### src/rtl/sdram_rw_tester_if.sv
`default_nettype none
// ============================================================================
//  Module   : sdram_rw_tester_if
//  Brief    : Request/response bundle between the pattern tester and the
//             SDRAM controller user port.
//  Revision : 1.0
// ============================================================================
interface sdram_rw_tester_if;
    logic        WrEN_Sig;
    logic        RdEN_Sig;
    logic [21:0] BRC_Addr;
    logic [15:0] WrData;
    logic        Done_Sig;
    logic        Busy_Sig;
    logic [15:0] RdData;

    modport master (
        output WrEN_Sig, RdEN_Sig, BRC_Addr, WrData,
        input  Done_Sig, Busy_Sig, RdData
    );

    modport slave (
        input  WrEN_Sig, RdEN_Sig, BRC_Addr, WrData,
        output Done_Sig, Busy_Sig, RdData
    );
endinterface
`default_nettype wire

### src/rtl/sdram_rw_tester.sv
`default_nettype none
// ============================================================================
//  Module   : sdram_rw_tester
//  Brief    : Writes addr^SEED over an address window, reads it back, and
//             reports pass/fail, error count and first failing address.
//  Revision : 1.0
// ============================================================================
module sdram_rw_tester #(
    parameter logic [21:0] ADDR_FIRST = 22'd0,
    parameter logic [21:0] ADDR_LAST  = 22'd255,
    parameter logic [15:0] SEED       = 16'hA5C3,
    parameter logic [15:0] TIMEOUT    = 16'd4095,
    parameter int          ERR_W      = 8
) (
    input  wire logic             CLK,
    input  wire logic             RSTn,
    input  wire logic             Start_Sig,
    sdram_rw_tester_if.master     bus,
    output logic                  Run_Sig,
    output logic                  Pass_Sig,
    output logic                  Fail_Sig,
    output logic                  Timeout_Sig,
    output logic [ERR_W-1:0]      Err_Count,
    output logic [21:0]           First_Err_Addr
);

    typedef enum logic [2:0] {
        S_IDLE   = 3'd0,
        S_WR_REQ = 3'd1,
        S_WR_GAP = 3'd2,
        S_RD_REQ = 3'd3,
        S_RD_GAP = 3'd4,
        S_FINISH = 3'd5
    } state_t;

    localparam logic [ERR_W-1:0] c_ERR_MAX   = '1;
    localparam logic [ERR_W-1:0] c_ERR_ONE   = {{(ERR_W-1){1'b0}}, 1'b1};
    localparam logic [15:0]      c_WDOG_LAST = TIMEOUT - 16'd1;

    state_t            r_state;
    state_t            w_state_nxt;
    logic [21:0]       r_addr;
    logic [15:0]       r_wdog;
    logic              r_wr_en;
    logic              r_rd_en;
    logic              r_run;
    logic              r_pass;
    logic              r_fail;
    logic              r_timeout;
    logic [ERR_W-1:0]  r_err_cnt;
    logic [21:0]       r_first_err;

    logic              w_en;
    logic              w_in_req;
    logic              w_done;
    logic              w_timeout;
    logic              w_last;
    logic              w_mismatch;
    logic              w_req_issue;
    logic [15:0]       w_pattern;

    assign w_en       = r_wr_en | r_rd_en;
    assign w_in_req   = (r_state == S_WR_REQ) || (r_state == S_RD_REQ);
    assign w_done     = w_in_req && w_en && bus.Done_Sig;
    assign w_timeout  = w_in_req && !w_done && (r_wdog == c_WDOG_LAST);
    assign w_last     = (r_addr == ADDR_LAST);
    assign w_pattern  = r_addr[15:0] ^ SEED;
    assign w_mismatch = (r_state == S_RD_REQ) && w_done && (bus.RdData != w_pattern);

    // Address/data are only meaningful while a request is open; idle bus reads as zero.
    assign bus.WrEN_Sig = r_wr_en;
    assign bus.RdEN_Sig = r_rd_en;
    assign bus.BRC_Addr = w_en    ? r_addr    : 22'd0;
    assign bus.WrData   = r_wr_en ? w_pattern : 16'd0;

    assign Run_Sig        = r_run;
    assign Pass_Sig       = r_pass;
    assign Fail_Sig       = r_fail;
    assign Timeout_Sig    = r_timeout;
    assign Err_Count      = r_err_cnt;
    assign First_Err_Addr = r_first_err;

    always_ff @(posedge CLK or negedge RSTn) begin
        if (!RSTn) begin
            r_state <= S_IDLE;
        end else begin
            r_state <= w_state_nxt;
        end
    end

    always_comb begin
        w_state_nxt = r_state;
        w_req_issue = 1'b0;
        case (r_state)
            S_IDLE: begin
                if (Start_Sig) begin
                    w_state_nxt = S_WR_REQ;
                end
            end
            S_WR_REQ: begin
                if (w_done) begin
                    w_state_nxt = S_WR_GAP;
                end else if (w_timeout) begin
                    w_state_nxt = S_FINISH;
                end else begin
                    w_req_issue = !w_en && !bus.Busy_Sig;
                end
            end
            S_WR_GAP: begin
                w_state_nxt = w_last ? S_RD_REQ : S_WR_REQ;
            end
            S_RD_REQ: begin
                if (w_done) begin
                    w_state_nxt = S_RD_GAP;
                end else if (w_timeout) begin
                    w_state_nxt = S_FINISH;
                end else begin
                    w_req_issue = !w_en && !bus.Busy_Sig;
                end
            end
            S_RD_GAP: begin
                w_state_nxt = w_last ? S_FINISH : S_RD_REQ;
            end
            S_FINISH: begin
                w_state_nxt = S_IDLE;
            end
            default: begin
                w_state_nxt = S_IDLE;
            end
        endcase
    end

    always_ff @(posedge CLK or negedge RSTn) begin
        if (!RSTn) begin
            r_addr      <= ADDR_FIRST;
            r_wdog      <= 16'd0;
            r_wr_en     <= 1'b0;
            r_rd_en     <= 1'b0;
            r_run       <= 1'b0;
            r_pass      <= 1'b0;
            r_fail      <= 1'b0;
            r_timeout   <= 1'b0;
            r_err_cnt   <= '0;
            r_first_err <= 22'd0;
        end else begin
            if ((r_state == S_IDLE) && Start_Sig) begin
                r_addr      <= ADDR_FIRST;
                r_wdog      <= 16'd0;
                r_run       <= 1'b1;
                r_pass      <= 1'b0;
                r_fail      <= 1'b0;
                r_timeout   <= 1'b0;
                r_err_cnt   <= '0;
                r_first_err <= 22'd0;
            end

            // Watchdog covers the whole REQ stay, including cycles blocked by Busy_Sig.
            if (w_in_req) begin
                r_wdog <= (w_done || w_timeout) ? 16'd0 : r_wdog + 16'd1;
            end

            if (w_done || w_timeout) begin
                r_wr_en <= 1'b0;
                r_rd_en <= 1'b0;
            end else if (w_req_issue) begin
                r_wr_en <= (r_state == S_WR_REQ);
                r_rd_en <= (r_state == S_RD_REQ);
            end

            if (w_timeout) begin
                r_timeout <= 1'b1;
                r_fail    <= 1'b1;
                r_run     <= 1'b0;
            end

            if (w_mismatch) begin
                if (r_err_cnt != c_ERR_MAX) begin
                    r_err_cnt <= r_err_cnt + c_ERR_ONE;
                end
                if (r_err_cnt == '0) begin
                    r_first_err <= r_addr;
                end
            end

            if ((r_state == S_WR_GAP) || (r_state == S_RD_GAP)) begin
                r_addr <= w_last ? ADDR_FIRST : r_addr + 22'd1;
            end

            if ((r_state == S_RD_GAP) && w_last) begin
                r_run <= 1'b0;
            end

            if (r_state == S_FINISH) begin
                r_pass <= (r_err_cnt == '0) && !r_timeout;
                r_fail <= !((r_err_cnt == '0) && !r_timeout);
            end
        end
    end

endmodule
`default_nettype wire

### src/flat_wrapper.sv
// flat-port wrapper written by rule: the top's interface ports become plain ports
module sdram_rw_tester_flat 
#(
    parameter logic [21:0] ADDR_FIRST = 22'd0,
    parameter logic [21:0] ADDR_LAST  = 22'd255,
    parameter logic [15:0] SEED       = 16'hA5C3,
    parameter logic [15:0] TIMEOUT    = 16'd4095,
    parameter int          ERR_W      = 8
)
  (CLK, RSTn, Start_Sig, Run_Sig, Pass_Sig, Fail_Sig, Timeout_Sig, Err_Count, First_Err_Addr, bus_WrEN_Sig, bus_RdEN_Sig, bus_BRC_Addr, bus_WrData, bus_Done_Sig, bus_Busy_Sig, bus_RdData);
  sdram_rw_tester_if bus_i ();
  input  wire logic CLK;
  input  wire logic RSTn;
  input  wire logic Start_Sig;
  output logic Run_Sig;
  output logic Pass_Sig;
  output logic Fail_Sig;
  output logic Timeout_Sig;
  output logic [ERR_W-1:0] Err_Count;
  output logic [21:0] First_Err_Addr;
  output wire logic [$bits(bus_i.WrEN_Sig)-1:0] bus_WrEN_Sig;
  output wire logic [$bits(bus_i.RdEN_Sig)-1:0] bus_RdEN_Sig;
  output wire logic [$bits(bus_i.BRC_Addr)-1:0] bus_BRC_Addr;
  output wire logic [$bits(bus_i.WrData)-1:0] bus_WrData;
  input wire logic [$bits(bus_i.Done_Sig)-1:0] bus_Done_Sig;
  input wire logic [$bits(bus_i.Busy_Sig)-1:0] bus_Busy_Sig;
  input wire logic [$bits(bus_i.RdData)-1:0] bus_RdData;
  assign bus_WrEN_Sig = bus_i.WrEN_Sig;
  assign bus_RdEN_Sig = bus_i.RdEN_Sig;
  assign bus_BRC_Addr = bus_i.BRC_Addr;
  assign bus_WrData = bus_i.WrData;
  assign bus_i.Done_Sig = bus_Done_Sig;
  assign bus_i.Busy_Sig = bus_Busy_Sig;
  assign bus_i.RdData = bus_RdData;
  sdram_rw_tester #(.ADDR_FIRST(ADDR_FIRST), .ADDR_LAST(ADDR_LAST), .SEED(SEED), .TIMEOUT(TIMEOUT), .ERR_W(ERR_W)) u_core (.CLK(CLK), .RSTn(RSTn), .Start_Sig(Start_Sig), .bus(bus_i), .Run_Sig(Run_Sig), .Pass_Sig(Pass_Sig), .Fail_Sig(Fail_Sig), .Timeout_Sig(Timeout_Sig), .Err_Count(Err_Count), .First_Err_Addr(First_Err_Addr));
endmodule
### config.mk
export PLATFORM = sky130hd
export DESIGN_NAME = sdram_rw_tester_flat
export DESIGN_NICKNAME = d
export VERILOG_FILES = /design/src/rtl/sdram_rw_tester_if.sv /design/src/rtl/sdram_rw_tester.sv /design/src/flat_wrapper.sv
export SDC_FILE = /design/constraint.sdc
export NUM_CORES = 1
export LEC_CHECK = 0
export BUFFER_PORTS_ARGS = -buffer_cell sky130_fd_sc_hd__buf_2
export CORE_ASPECT_RATIO = 1.4
export CORE_MARGIN = 3
export CORE_UTILIZATION = 30
export DETAILED_ROUTE_END_ITERATION = 16
export PLACE_DENSITY_LB_ADDON = 0.05
export RECOVER_POWER = 100
export SLEW_MARGIN = 20
export SYNTH_ARGS = -nofsm -noshare
export SYNTH_HDL_FRONTEND = slang
export SYNTH_SLANG_ARGS = --single-unit
### constraint.sdc
create_clock -name CLK -period 1.76 [get_ports CLK]
set_input_delay 0.176 -clock CLK [delete_from_list [all_inputs] [get_ports CLK]]
set_output_delay 0.176 -clock CLK [all_outputs]
set_load 0.05 [all_outputs]
==> flow_summary.json, run 1 <==
{
  "status": "complete, but fails checks",
  "violations_in_the_final_reports": "setup timing",
  "endpoint_of_the_worst_slack_reg_to_reg_timing_path": "u_core.r_addr[13]",
  "routedWlPerCell_um": 16.9,
  "ctsRootBufferMaster": "clkbuf_16",
  "grt_pass1_wl_um": 23700,
  "grt_setup_unrepaired": "true",
  "ctsLongestPathBuffers": 2,
  "p_int_uw": 5590,
  "cp_slowest_cell": "dfrtp_1",
  "fmax_mhz": 534,
  "yosysTopAreaCellShare_pct": 43.1,
  "cts.reportedPaths.clkPinSlew_ns": 0.06,
  "dp_hpwl_um": 10700,
  "placedInstanceArea_um2": 5940,
  "yosysSeqAreaShare_pct": 43.1,
  "final_antenna_net_count": 0,
  "critical_path.reg2reg.startpoint": "u_core.r_state[2]",
  "fillCellCount": 1454,
  "report.final.setup_viol": 44,
  "synth.avg_cell_area_um2": 9.00,
  "worst_path_required_ns": 2.01,
  "fin_skew_ns": 0.0129,
  "min_period_over_period_pct": 106,
  "grt_antenna_before_repair": 0,
  "vias": 4467,
  "synth-seq-cells": 77,
  "synth-edff-count": 0,
  "numClockSinks": 77,
  "post_synth_instance_area_um2": 4470,
  "crit_type": "register to register",
  "via_per_inst": 4.95,
  "first_iteration_detailed_routing_drc_count": 155,
  "grt_overflow": 0,
  "critical_path.cell_chain": "buf_4, xor2_1, nand2_2, a21o_1, buf_4, buf_6, or2_4, o31ai_4",
  "timing.slew.headroom_pct": 46.5,
  "critPathTopFamily": "buffers and inverters",
  "swShare_pct": 45.2,
  "timing.critical_path.from": "u_core.r_state[2]",
  "power_frac_clock_pct": 18.9,
  "drc_errors": 0,
  "area_delta_synth_final_pct": 53.3,
  "worstPathMaxFanout": 5,
  "pwr-share-comb_pct": 58.0,
  "finish.instance_area_um2": 6860,
  "cts_max_level": 3,
  "worst_setup_path_endpoint": "u_core.r_addr[13]",
  "first_global_vias": 4568,
  "worst_pin_slew_ns": 0.803,
  "synthesis.nets": 523,
  "tritoncts": "yes",
  "final-hold-violation-count": 0,
  "finalCriticalPeriod_ns": 1.87,
  "cp.arrival_ns": 2.12,
  "critical_path_cell_count": 8,
  "yosysUniqueCellTypes": 60,
  "power.switching_uw": 4610,
  "post-route-worst-setup-slack_ns": -0.113,
  "num_io_pins": 95,
  "rr_worst_depth": 8,
  "timing.critical_path.mode_cell": "buf_4",
  "max-vdd-ir-drop_v": 0.000664,
  "routed_wirelength_um": 15200,
  "sequentialPowerShare_pct": 23.1,
  "post_route_cells_drive_above_1_share_pct": 41.4,
  "number_of_optimization_iterations_in_the_first_detailed_route_pass": 4,
  "dieHeight_um": 150,
  "clkLatencyLatePin_ns": 0.34,
  "fp.dieArea_um2": 16400,
  "buffer_ports.inserted": 94,
  "initial_core_util_pct": 30.8,
  "fin_tns_setup_ns": -2.64,
  "syn-instance-count": 497,
  "drv.max_cap_violation_count": 0,
  "power.static_leakage_uw": 0.00316,
  "worstSetupEndpointType": "register",
  "critical_path_max_stage_delay_ns": 0.40,
  "worst-r2r-setup-slack_ns": -0.11,
  "netlist_top_cells_area": "dfrtp_1, mux2i_1, nand2_1, nor2_1, a21oi_1",
  "power_density_nw_per_um2": 1490,
  "synth_warnings": 0,
  "tritoncts.num_buffers": 9,
  "timing.critical_path.from_type": "register",
  "die_w_um": 109,
  "n_antenna_cell": 0,
  "worstHoldPathType": "input port to register",
  "grt_use_total_pct": 18.8,
  "async_reset_ff_share_pct": 100,
  "synth_largest_area_cell": "dfrtp_1",
  "core-area_um2": 14500,
  "timing.critical_path.buf_inv": 3,
  "rows": 52,
  "dp_worst_setup_slack_ns": -0.197,
  "grt_start_max_net_pins": 34,
  "report.final.slew_viol_count": 0,
  "synth_top_flop_cell": "dfrtp_1",
  "gp_congestion": 0.787,
  "fin_nets": 735
}
power by group through the flow:
stage / combinational (uW) / sequential, uW / clock (uW)
2_1_floorplan: 2630 / 2850 / 0
3_3_place_gp: 4970 / 2360 / 0
3_5_place_dp: 4990 / 2370 / 0
4_1_cts: 5570 / 2350 / 1970
5_1_grt: 6340 / 2400 / 2050
6_report: 5910 / 2350 / 1930
state kept, by name, summed over array words and instances (netlist names):
name                   count
u_core.Fail_Sig            1
u_core.First_Err_Addr     22
u_core.Timeout_Sig         1
u_core.Err_Count           8
u_core.r_wdog             16
u_core.bus.WrEN_Sig        1
u_core.bus.RdEN_Sig        1
u_core.Run_Sig             1
u_core.r_state             3
u_core.Pass_Sig            1
u_core.r_addr             22
metal layers:
metal	GRT usage, %	vias to the layer above	share of wire [%]
met3	2.79	14	3.1
met1	21.4	2215	40
met4	6.92	0	2.0
li1	-	2159	-
met2	34.8	79	55
met5	0	-	0
what timing repair did:
action / CTS / global route
endpoints found under the hold margin: 25 / 0
endpoints found under the setup margin: 56 / 72
gates resized for setup: 47 / 53
gates cloned: 5 / 1
hold buffers: 1 / 0
buffers inserted: 10 / 10
pin swaps: 25 / 21
worst min-delay path, cell delays in order:
cell and delay, ns:
buf_2 0.10, nor2_1 0.06, a21oi_1 0.12, nor2_1 0.05
cell families after synthesis:
| logic type | share of synthesized area, % |
|---|---|
| AOI/OAI and AO/OA | 13.0 |
| buffers and inverters | 7.19 |
| muxes | 7.50 |
| adders and majority gates | 1.40 |
| xor gates and xnor gates | 4.70 |
| and+or+nand+nor | 23.2 |
| DFF | 43.1 |
cell usage after synthesis (4+ instances only):
library cell and count:
nand4_1 11, inv_1 30, dfrtp_1 77, mux2i_1 32
nand3_1 26, ha_1 5, xnor2_1 11, a31oi_1 17
and3_1 11, or3_1 5, o21ai_0 12, clkbuf_1 10
nor2_1 55, nand2b_1 4, buf_6 6, buf_2 13
nor4_1 4, a22o_1 5, nand2_1 56, a21oi_1 26
nor3_1 6, buf_4 4, xor2_1 13
worst min-delay path by stage:
| stage | from | endpoint | cells after the start |
|---|---|---|---|
| 2_1_floorplan | RSTn | u_core.Err_Count[0] | 0 |
| 3_3_place_gp | RSTn | u_core.First_Err_Addr[9] | 1 |
| 3_5_place_dp | RSTn | u_core.r_addr[3] | 1 |
| 4_1_cts | bus_Busy_Sig | u_core.bus.WrEN_Sig | 4 |
| 5_1_grt | bus_Busy_Sig | u_core.bus.WrEN_Sig | 4 |
| 6_report | bus_Busy_Sig | u_core.bus.WrEN_Sig | 4 |
cells in the final DEF, fill, tap and decap left out, drive strengths merged, types with 2 or more instances in the layout:
cell,synthesis,routed
a211oi,2,2
a21o,5,5
a21oi,26,26
a22o,5,5
a31o,3,3
a31oi,17,17
a41oi,3,3
and2,4,4
and3,12,12
and4,4,4
buf,23,192
clkbuf,11,53
clkinv,1,3
clkinvlp,0,2
dfrtp,77,77
ha,5,5
inv,30,29
mux2i,32,32
nand2,56,56
nand2b,4,4
nand3,28,28
nand3b,2,2
nand4,11,11
nor2,55,55
nor3,9,9
nor4,5,5
nor4b,2,2
o21ai,14,14
o21bai,2,2
o221ai,2,2
o31ai,2,2
or2b,3,3
or3,5,5
xnor2,11,11
xor2,13,13
layout make-up:
type | instances | area [um^2] | share of cell area (%)
Inverter | 31 | 123 | 1.79
Clock buffer | 11 | 253 | 3.68
Clock inverter | 4 | 47.5 | 0.693
Tap cell | 189 | 236 | 3.45
Multi-Input combinational cell | 355 | 2570 | 37.5
Timing Repair Buffer | 235 | 1680 | 24.6
Sequential cell | 77 | 1940 | 28.3
metrics by stage:
stage / hold slack [ns] / cells / util (%) / power, uW
floorplan: -0.120 / 497 / - / 5480
global placement: 0.150 / 860 / 40.9 / 7330
detailed placement: 0.150 / 860 / 40.9 / 7370
CTS: 0.185 / 891 / 45.7 / 9890
global route: 0.202 / 902 / 47.3 / 10800
finish: 0.203 / 902 / 47.3 / 10200
No activity file was read; power rests on OpenSTA's default activity.
==> run 2: changes to the inputs <==
- PLACE_DENSITY: unset -> 0.55
- PLACE_DENSITY_LB_ADDON: 0.05 -> unset
==> run 2 against run 1 <==
The flow still finishes with violations (setup timing); sequential share of layout area rose by 0.68 points; non-clock buffer count fell by 15; clock-buffer cell count rose by 2; die area did not move; hold slack got worse by 0.048 ns; combinational power fell by 4.7%; flip-flop and latch count did not move; first-iteration DRC count rose by 50%; cell count fell by 1.6%; core utilization fell by 1.1 points; critical path depth fell by 1; largest cell class unchanged; highest routed layer unchanged.
==> flow_summary.json, run 2 (synthesized netlist as in run 1, its figures left out) <==
{
  "status": "complete, but fails checks",
  "violations_in_the_final_reports": "setup timing",
  "post_route_cells_drive_above_1_share_pct": 38.3,
  "worstPathMaxFanout": 6,
  "area_delta_synth_final_pct": 49.7,
  "tritoncts.num_buffers": 9,
  "holdWs_ns": 0.155,
  "finalCriticalPeriod_ns": 1.93,
  "routed_wirelength_um": 14500,
  "final-instance-count-excl-fill": 888,
  "num_io_pins": 95,
  "placedCellCount": 845,
  "grt_start_max_net_pins": 49,
  "cp.arrival_ns": 2.18,
  "initial_core_util_pct": 30.8,
  "fin_skew_ns": 0.00759,
  "crit_type": "register to register",
  "number_of_optimization_iterations_in_the_first_detailed_route_pass": 4,
  "worstHoldPathType": "input port to register",
  "power.total_uw": 10100,
  "max-vdd-ir-drop_v": 0.000857,
  "drc_errors": 0,
  "final-hold-violation-count": 0,
  "worstSetupEndpointType": "register",
  "die_w_um": 109,
  "rows": 52,
  "dp_hpwl_um": 9960,
  "cts_max_level": 3,
  "ctsRootBufferMaster": "clkbuf_16",
  "finish.instance_area_um2": 6700,
  "layout_common_cells": "buf_4, dfrtp_1, nor2_1, nand2_1, clkbuf_1",
  "fmax_mhz": 517,
  "buffer_ports.inserted": 94,
  "grt_overflow": 0,
  "clkLatencyLatePin_ns": 0.34,
  "report.final.slew_viol_count": 0,
  "post-route-worst-setup-slack_ns": -0.173,
  "fin_nets": 720,
  "report.final.setup_viol": 58,
  "ctsLongestPathBuffers": 2,
  "dieHeight_um": 150,
  "gp_congestion": 0.898,
  "core-area_um2": 14500,
  "first_iteration_detailed_routing_drc_count": 233,
  "fp.dieArea_um2": 16400,
  "vias": 4460,
  "placedInstanceArea_um2": 5820,
  "via_per_inst": 5.02,
  "drv.max_cap_violation_count": 0,
  "first_global_vias": 4471,
  "routedWlPerCell_um": 16.3,
  "power_density_nw_per_um2": 1510,
  "layout.cells.most_common": "buf_4",
  "min_period_over_period_pct": 110,
  "tritoncts": "yes",
  "worst_path_required_ns": 2.01,
  "timing.slew.headroom_pct": 16.7,
  "power.static_leakage_uw": 0.00311,
  "grt_use_total_pct": 17.7,
  "n_antenna_cell": 0,
  "numClockSinks": 77,
  "grt_pass1_wl_um": 22700,
  "grt_antenna_before_repair": 0,
  "finalCoreUtilization_pct": 46.2,
  "timing.critical_path.from_type": "register",
  "cts.reportedPaths.clkPinSlew_ns": 0.06,
  "worst_pin_slew_ns": 1.25,
  "final_antenna_net_count": 0,
  "grt_setup_unrepaired": "true"
}
==> run 2: cell types whose count changed in the layout (fill, tap and decap cells not counted), moves of 5 or more <==
cell      delta
buf_6        -7
clkbuf_4     +6
clkbuf_2    +23
buf_2       -25
a21oi_1      +5
buf_4       -13
a21oi_2      -5
==> run 2: stage by stage <==
step | worst slack, ns | TNS, ns
2_1_floorplan | -0.106 | -1.38
6_report | -0.173 | -4.73
3_3_place_gp | -0.336 | -8.05
4_1_cts | -0.203 | -3.96
3_5_place_dp | -0.335 | -7.12
5_1_grt | -0.267 | -11.18
==> run 2: path summary, 6_finish.rpt <==
check,start,cells after the start,slack (ns),end
max in group asynchronous,RSTn,3,0.15,u_core.Err_Count[0]
setup reg to reg,u_core.r_addr[12],7,-0.17,u_core.Err_Count[0]
hold reg to reg,u_core.Pass_Sig,1,0.52,u_core.Pass_Sig
min in group asynchronous,RSTn,3,0.58,u_core.r_addr[7]
setup / recovery,u_core.r_addr[12],7,-0.17,u_core.Err_Count[0]
hold / removal,bus_Busy_Sig,4,0.15,u_core.bus.WrEN_Sig
==> run 2: final cells by class <==
| class | instances | area [um^2] |
|---|---|---|
| fill | 1393 | 7810 |
| multi-input combinational | 355 | 2480 |
| sequential | 77 | 1940 |
| timing repair buffer | 220 | 1580 |
| clock buffer | 13 | 280 |
| tap | 189 | 236 |
| inverter | 31 | 118 |
| clock inverter | 3 | 65.1 |
==> run 2: timing repair <==
action                     CTS  global route
setup endpoints to repair   68            77
setup buffers               11            10
pin swaps                   12            27
gates resized for setup     34            66
hold buffers                 1             0
cloned                       4             3
hold endpoints to repair    77             0
==> run 2: per-layer routing <==
metal  vias up  GRT usage, %  routed length, um
li1       2123             -                  -
met4         0          7.24                288
met1      2201          22.5               6060
met5         -             0                  0
met2       117          30.2               7300
met3        19          2.32                801
==> run 2: critical path, cell delays in order, from the launching register on <==
cell and delay [ns]:
dfrtp_1 0.41, xnor2_1 0.17, nand4_1 0.17, nor4_4 0.37, buf_4 0.19, a311o_1 0.17
buf_6 0.16, mux2i_1 0.20
==> run 2: power by group <==
part / internal (uW) / switching, uW
clock network: 1390 / 720
registers: 2100 / 244
logic: 2130 / 3500
total: 5620 / 4470
